`src/rtl/full_subtractor_cell.sv`:
```
// One-bit full-subtractor cell: d = a ^ b ^ bin, borrow out when a < b + bin.
module full_subtractor_cell (
  input  logic a,
  input  logic b,
  input  logic bin,
  output logic diff,
  output logic bout
);

  assign diff = a ^ b ^ bin;
  assign bout = (~a & b) | (~(a ^ b) & bin);

endmodule

```
`src/rtl/full_subtractor.sv`:
```
// Ripple-borrow subtractor computing a - b - bin, with an optional
// one-cycle output register stage and valid tracking.
module full_subtractor #(
  parameter int WIDTH   = 1,
  parameter bit REG_OUT = 1'b1
) (
  input  logic             clk,
  input  logic             rst,
  input  logic             in_valid,
  input  logic [WIDTH-1:0] a,
  input  logic [WIDTH-1:0] b,
  input  logic             bin,
  output logic [WIDTH-1:0] diff,
  output logic             bout,
  output logic             out_valid
);

  logic [WIDTH:0]   borrow;
  logic [WIDTH-1:0] diff_d;
  logic             bout_d;

  assign borrow[0] = bin;

  for (genvar i = 0; i < WIDTH; i++) begin : g_cell
    full_subtractor_cell u_cell (
      .a    (a[i]),
      .b    (b[i]),
      .bin  (borrow[i]),
      .diff (diff_d[i]),
      .bout (borrow[i+1])
    );
  end

  assign bout_d = borrow[WIDTH];

  if (REG_OUT) begin : g_reg
    logic [WIDTH-1:0] diff_q;
    logic             bout_q;
    logic             vld_q;

    // Result register: loads only on valid operands, holds otherwise.
    always_ff @(posedge clk) begin
      if (rst) begin
        diff_q <= '0;
        bout_q <= 1'b0;
        vld_q  <= 1'b0;
      end else begin
        vld_q <= in_valid;
        if (in_valid) begin
          diff_q <= diff_d;
          bout_q <= bout_d;
        end
      end
    end

    assign diff      = diff_q;
    assign bout      = bout_q;
    assign out_valid = vld_q;
  end else begin : g_comb
    logic unused_clk_rst;
    assign unused_clk_rst = &{1'b0, clk, rst};

    assign diff      = diff_d;
    assign bout      = bout_d;
    assign out_valid = in_valid;
  end

endmodule

```
`config.mk`:
```
export PLATFORM = sky130hd
export DESIGN_NAME = full_subtractor
export DESIGN_NICKNAME = d
export VERILOG_FILES = /design/src/rtl/full_subtractor_cell.sv /design/src/rtl/full_subtractor.sv
export SDC_FILE = /design/constraint.sdc
export NUM_CORES = 1
export LEC_CHECK = 0
export ABC_AREA = 1
export BUFFER_PORTS_ARGS = -buffer_cell sky130_fd_sc_hd__buf_2
export CAP_MARGIN = 10
export CORE_AREA = 2 2 39 41
export DETAILED_ROUTE_END_ITERATION = 10
export DIE_AREA = 0 0 41 43
export PLACE_DENSITY = 0.39
export SLEW_MARGIN = 20
export SYNTH_ARGS = -nofsm -noshare
export SYNTH_HDL_FRONTEND = slang
export SYNTH_SLANG_ARGS = --single-unit
```
`constraint.sdc`:
```
create_clock -name clk -period 1.25 [get_ports clk]
set_clock_uncertainty 0.15 [all_clocks]
set_input_delay 0.0625 -clock clk [delete_from_list [all_inputs] [get_ports clk]]
set_output_delay 0.0625 -clock clk [all_outputs]
set_load 0.02 [all_outputs]
```
==> results of run 1 <==
how the worst max path moves through the flow:
stage	startpoint	to	slack (ns)
2_1_floorplan	b	diff$_SDFFE_PP0P_	0.29
3_3_place_gp	a	diff$_SDFFE_PP0P_	0.17
3_5_place_dp	a	diff$_SDFFE_PP0P_	0.17
4_1_cts	bout$_SDFFE_PP0P_	bout	0.31
5_1_grt	bout$_SDFFE_PP0P_	bout	0.27
6_report	in_valid	diff$_SDFFE_PP0P_	0.30
layer usage:
layer	track usage	vias to the layer above
li1	-	75
met1	0.0516	56
met3	0.0785	0
met2	0.0375	11
met5	0	-
met4	0.0600	0
logic make-up after synthesis:
family / synth area share
buf+inv: 0.144
simple gates: 0.163
flops: 0.462
compound gates: 0.0768
fa+ha+maj: 0.154
worst max-delay path, cell delays in order:
cell and delay [ns]:
dlygate4sd3_1 0.52, buf_2 0.14, o21ai_0 0.15, nor2_1 0.05
sequential cells by signal, summed over array words and instances, names as in the netlist:
name and flops:
out_valid 1, bout 1, diff 1
power groups by stage:
stage / sequential [mW] / combinational (mW) / clock (mW)
floorplan: 0.116 / 0.0168 / 0
global placement: 0.108 / 0.0447 / 0
detailed placement: 0.107 / 0.0454 / 0
CTS: 0.106 / 0.0504 / 0.182
global route: 0.106 / 0.0549 / 0.199
finish: 0.106 / 0.0492 / 0.172
through the flow:
stage	cell area (sq um)	instances	hold WS [ns]
floorplan	130	16	-0.0151
global placement	190	40	0.0947
detailed placement	190	40	0.0975
CTS	236	46	0.106
global route	236	46	0.119
finish	236	46	0.101
layout make-up:
| cell class | count | area, sq um |
|---|---|---|
| Fill cell | 155 | 1150 |
| Sequential cell | 3 | 60.1 |
| Timing Repair Buffer | 10 | 60.1 |
| Multi-Input combinational cell | 8 | 51.3 |
| Clock buffer | 4 | 26.3 |
| Tap cell | 16 | 20.0 |
| Inverter | 5 | 18.8 |
cells in the final DEF (no fill, tap or decap), drive strengths merged:
master | synthesis | routed
buf | 0 | 8
inv | 5 | 5
nor2 | 4 | 4
clkbuf | 0 | 4
dfxtp | 3 | 3
dlygate4sd3 | 0 | 2
o21ai | 2 | 2
nand2 | 1 | 1
fa | 1 | 1
==> flow_metrics.env, run 1 <==
export IMPL_outcome="finished, final reports clean"
export IMPL_setup_tns_ns=0
export IMPL_wl_met2_um=95
export IMPL_rows=14
export IMPL_avgSynthCellArea_sq_um=8.13
export IMPL_dp_hpwl_um=227
export IMPL_htreeDepth=1
export IMPL_yosys_top_cells_area="dfxtp_1, fa_1, inv_1"
export IMPL_regToRegSetupSlack_ns=0.49
export IMPL_core_sq_um=1380
export IMPL_r2r_start="diff$_SDFFE_PP0P_"
export IMPL_finalHoldViolCount=0
export IMPL_worstRegToRegCells=2
export IMPL_antenna_found_initial=0
export IMPL_clock_path_buffers=2
export IMPL_yosys_cell_types_count=8
export IMPL_crit_path_max_fanout=4
export IMPL_drt_iter0_drc=4
export IMPL_drive_above_1_share=0.400
export IMPL_crit_required_ns=1.23
export IMPL_synth_top_area_share=0.462
export IMPL_boundaryPins=9
export IMPL_ys_flop_type="dfxtp_1"
export IMPL_die_w_um=41
export IMPL_vias_per_cell=3.09
export IMPL_die_area_sq_um=1760
export IMPL_drc=0
export IMPL_r2r_end="diff$_SDFFE_PP0P_"
export IMPL_syn_area_sq_um=130
export IMPL_cts_sink_count=3
export IMPL_cts_clk_slew_worst_paths_ns=0.04
export IMPL_slew_viol_final=0
export IMPL_cellLeakagePower_nw=0.132
export IMPL_p_sw_mw=0.0813
export IMPL_postLayoutSetupSlackWorst_ns=0.297
export IMPL_wire_per_inst_um=6.59
export IMPL_nets=38
export IMPL_overflow=0
export IMPL_dr_max_layer_used="met3"
export IMPL_die_y_um=43
export IMPL_insertion_delay_ns=0.23
export IMPL_clockPowerShare=0.527
export IMPL_worstHoldStart="a"
export IMPL_vias=142
export IMPL_setup_violations_final=0
export IMPL_cts_root_buffer="clkbuf_4"
export IMPL_synth_edff_count=0
export IMPL_max_slew_worst_pin_slew_ns=0.145
export IMPL_post_cts_resized=0
export IMPL_drv_cap=0
export IMPL_port_buffers=8
export IMPL_num_antenna_cells=0
export IMPL_synth_common_cells="inv_1, dfxtp_1, nor2_1"
export IMPL_start_util=0.0940
export IMPL_critPathLaunchType="input pin"
export IMPL_seq_area_frac_synth=0.462
export IMPL_endpoint_kind="register"
export IMPL_cts_buffers=3
export IMPL_hold_end="diff$_SDFFE_PP0P_"
export IMPL_holdPathStages=4
export IMPL_fin_crit_ns=0.953
export IMPL_worstSetupPathType="in -> reg"
export IMPL_p_int_mw=0.246
export IMPL_cts_hold_buf=2
export IMPL_syn_nets=23
export IMPL_synth_most_common_cell="inv_1"
export IMPL_grt_setup_unrepaired="no"
export IMPL_synth_cells=16
export IMPL_arrival_ns=0.93
export IMPL_synth_seq_cells=3
export IMPL_grt_max_degree=5
export IMPL_grt_pass1_wl_um=462
export IMPL_comb_power_share=0.150
export IMPL_synth_async_reset_ratio=0
export IMPL_dr_wl_met3_um=70
export IMPL_cts_setup_buffers=0
export IMPL_fin_util=0.171
export IMPL_firstDrtPassIters=2
export IMPL_ant_nets=0
export IMPL_cts_tree="built"
export IMPL_fmax_mhz=1050
export IMPL_relSlewSlack=0.902
export IMPL_grt_use_total=0.0523
export IMPL_p_seq_frac=0.323
export IMPL_min_period_over_period=0.763
export IMPL_powerDensity_nw_per_um2=1380
export IMPL_hp_class="in -> reg"
export IMPL_wl_met1_um=137
export IMPL_grt_pass1_vias=120
export IMPL_area_growth_pct=81.7
export IMPL_yosysWarningCount=0
export IMPL_ir_drop_mv=0.570
export IMPL_routed_wl_um=303
export IMPL_place_ws_ns=0.173
export IMPL_place_gp_congestion=0.581
export IMPL_synth_top_cell_by_area="dfxtp_1"
export IMPL_netSwitchingFraction=0.248
export IMPL_total_power_mw=0.327
Note: power is estimated with default switching activity, not from simulation.
==> run 2, diff against run 1 <==
Settings changed: ABC_AREA 1 to 0.
Clock period 1.25 ns to 0.8 ns, I/O delays scaled along.
==> flow_metrics.env, run 2 <==
export IMPL_outcome="complete, but fails checks"
export IMPL_failed_checks="negative hold slack, negative setup slack"
export IMPL_synth_seq_cells=3
export IMPL_crit_path_max_fanout=2
export IMPL_area_growth_pct=120
export IMPL_die_area_sq_um=1760
export IMPL_core_sq_um=1380
export IMPL_max_slew_worst_pin_slew_ns=0.120
export IMPL_overflow=0
export IMPL_slew_viol_final=0
export IMPL_vias_per_cell=3.05
export IMPL_rows=14
export IMPL_antenna_found_initial=0
export IMPL_syn_area_sq_um=119
export IMPL_drv_cap=0
export IMPL_htreeDepth=1
export IMPL_ys_flop_type="dfxtp_1"
export IMPL_postLayoutSetupSlackWorst_ns=-0.0795
export IMPL_boundaryPins=9
export IMPL_vias=119
export IMPL_yosysWarningCount=0
export IMPL_cts_buffers=3
export IMPL_synth_common_cells="dfxtp_1, inv_1, nor2_1"
export IMPL_dr_max_layer_used="met4"
export IMPL_place_ws_ns=-0.266
export IMPL_place_gp_congestion=0.583
export IMPL_cellLeakagePower_nw=0.114
export IMPL_drt_iter0_drc=1
export IMPL_wl_met2_um=124
export IMPL_grt_max_degree=5
export IMPL_synth_edff_count=0
export IMPL_synth_top_cell_by_area="dfxtp_1"
export IMPL_start_util=0.0859
export IMPL_worstSetupPathType="reg -> out"
export IMPL_grt_pass1_wl_um=510
export IMPL_num_antenna_cells=0
export IMPL_firstDrtPassIters=2
export IMPL_min_period_over_period=1.10
export IMPL_synth_cells=11
export IMPL_drc=0
export IMPL_syn_nets=18
export IMPL_wl_met1_um=123
export IMPL_crit_required_ns=0.61
export IMPL_stdcell_count=39
export IMPL_routed_wl_um=313
export IMPL_hold_slack_ns=-0.137
export IMPL_port_buffers=8
export IMPL_die_y_um=43
export IMPL_grt_pass1_vias=135
export IMPL_cpPeakStageDelay_ns=0.34
export IMPL_endpoint_kind="primary output"
export IMPL_ant_nets=0
export IMPL_finalHoldViolCount=3
export IMPL_hp_class="in -> reg"
export IMPL_arrival_ns=0.69
export IMPL_cts_root_buffer="clkbuf_4"
export IMPL_layout_common_cells="buf_6, clkbuf_4, dfxtp_2, buf_2"
export IMPL_clock_path_buffers=2
export IMPL_drive_above_1_share=0.826
export IMPL_powerDensity_nw_per_um2=2040
export IMPL_synth_top_area_share=0.505
export IMPL_cts_tree="built"
export IMPL_yosys_cell_types_count=7
export IMPL_wire_per_inst_um=8.03
export IMPL_ir_drop_mv=0.298
export IMPL_setup_violations_final=4
export IMPL_synth_async_reset_ratio=0
export IMPL_crit_family="flip-flops"
export IMPL_path_buf_inv=1
export IMPL_slowest_stage="dfxtp_4"
export IMPL_cts_setup_buffers=0
export IMPL_yosys_top_cells_area="dfxtp_1, fa_1, mux2i_1"
export IMPL_relSlewSlack=0.917
export IMPL_seq_area_frac_synth=0.505
export IMPL_cts_clk_slew_worst_paths_ns=0.04
export IMPL_critPathLaunchType="register"
export IMPL_fin_util=0.189
export IMPL_fmax_mhz=1140
export IMPL_cp_cell_sequence="buf_6"
export IMPL_synth_most_common_cell="dfxtp_1"
export IMPL_avgSynthCellArea_sq_um=10.8
export IMPL_total_power_mw=0.532
export IMPL_cts_sink_count=3
export IMPL_nets=31
export IMPL_grt_use_total=0.0563
export IMPL_die_w_um=41
export IMPL_grt_setup_unrepaired="yes"
export IMPL_dr_wl_met3_um=60
export IMPL_fin_crit_ns=0.879
export IMPL_insertion_delay_ns=0.23
export IMPL_dpl_cell_count=35
export IMPL_final_common_cell="buf_6"
[run 2: cell count changes after synthesis]
cell      previous run  this run
nor2_1               3         2
o21ai_1              1         0
nand2_1              1         0
nor2_2               1         0
a211oi_1             0         1
inv_1                5         2
mux2i_1              0         1
o21ai_0              1         0
nor2b_1              0         1
[run 2: path summary, 6_finish.rpt]
path | cells past startpoint | startpoint | slack (ns) | to
worst min register to register | 2 | diff$_SDFFE_PP0P_ | 0.35 | diff$_SDFFE_PP0P_
worst max-delay path | 1 | bout$_SDFFE_PP0P_ | -0.08 | bout
worst max register to register | 2 | bout$_SDFFE_PP0P_ | 0.04 | bout$_SDFFE_PP0P_
worst min-delay path | 2 | rst | -0.14 | diff$_SDFFE_PP0P_
[run 2: cell type report]
class,instances,area (sq um)
Clock buffer,4,26.3
Fill cell,153,1120
Sequential cell,3,66.3
Timing Repair Buffer,8,77.6
Inverter,2,10.0
Tap cell,16,20.0
Multi-Input combinational cell,6,61.3
[run 2: what timing repair did]
action,4_1_cts,5_1_grt
endpoints found under the hold margin,3,3
pin swaps,3,2
setup endpoints to repair,5,4
gates resized for setup,12,1
[run 2: logic make-up after synthesis]
| family | count (synthesis) | synth area share |
|---|---|---|
| mux | 1 | 0.0842 |
| fa+ha+maj | 1 | 0.168 |
| buf+inv | 2 | 0.0632 |
| compound gates | 1 | 0.0632 |
| flops | 3 | 0.505 |
| simple gates | 3 | 0.116 |
[run 2: metal layers]
metal / global-route usage / up-vias
met3: 0.0681 / 2
met1: 0.0485 / 50
li1: - / 58
met5: 0 / -
met2: 0.0500 / 9
met4: 0.0800 / 0
[run 2: where the power goes]
part	total, mW	internal [mW]	switching [mW]
combinational	0.0960	0.0543	0.0417
clock	0.266	0.187	0.0792
sequential	0.170	0.163	0.00758
[run 2: stage by stage]
stage,instance area (sq um),TNS [ns]
after CTS,259,-0.237
after global routing,262,-0.296
final,262,-0.195
after global placement,193,-0.379
after detailed placement,193,-0.433
after floorplan,133,-0.135
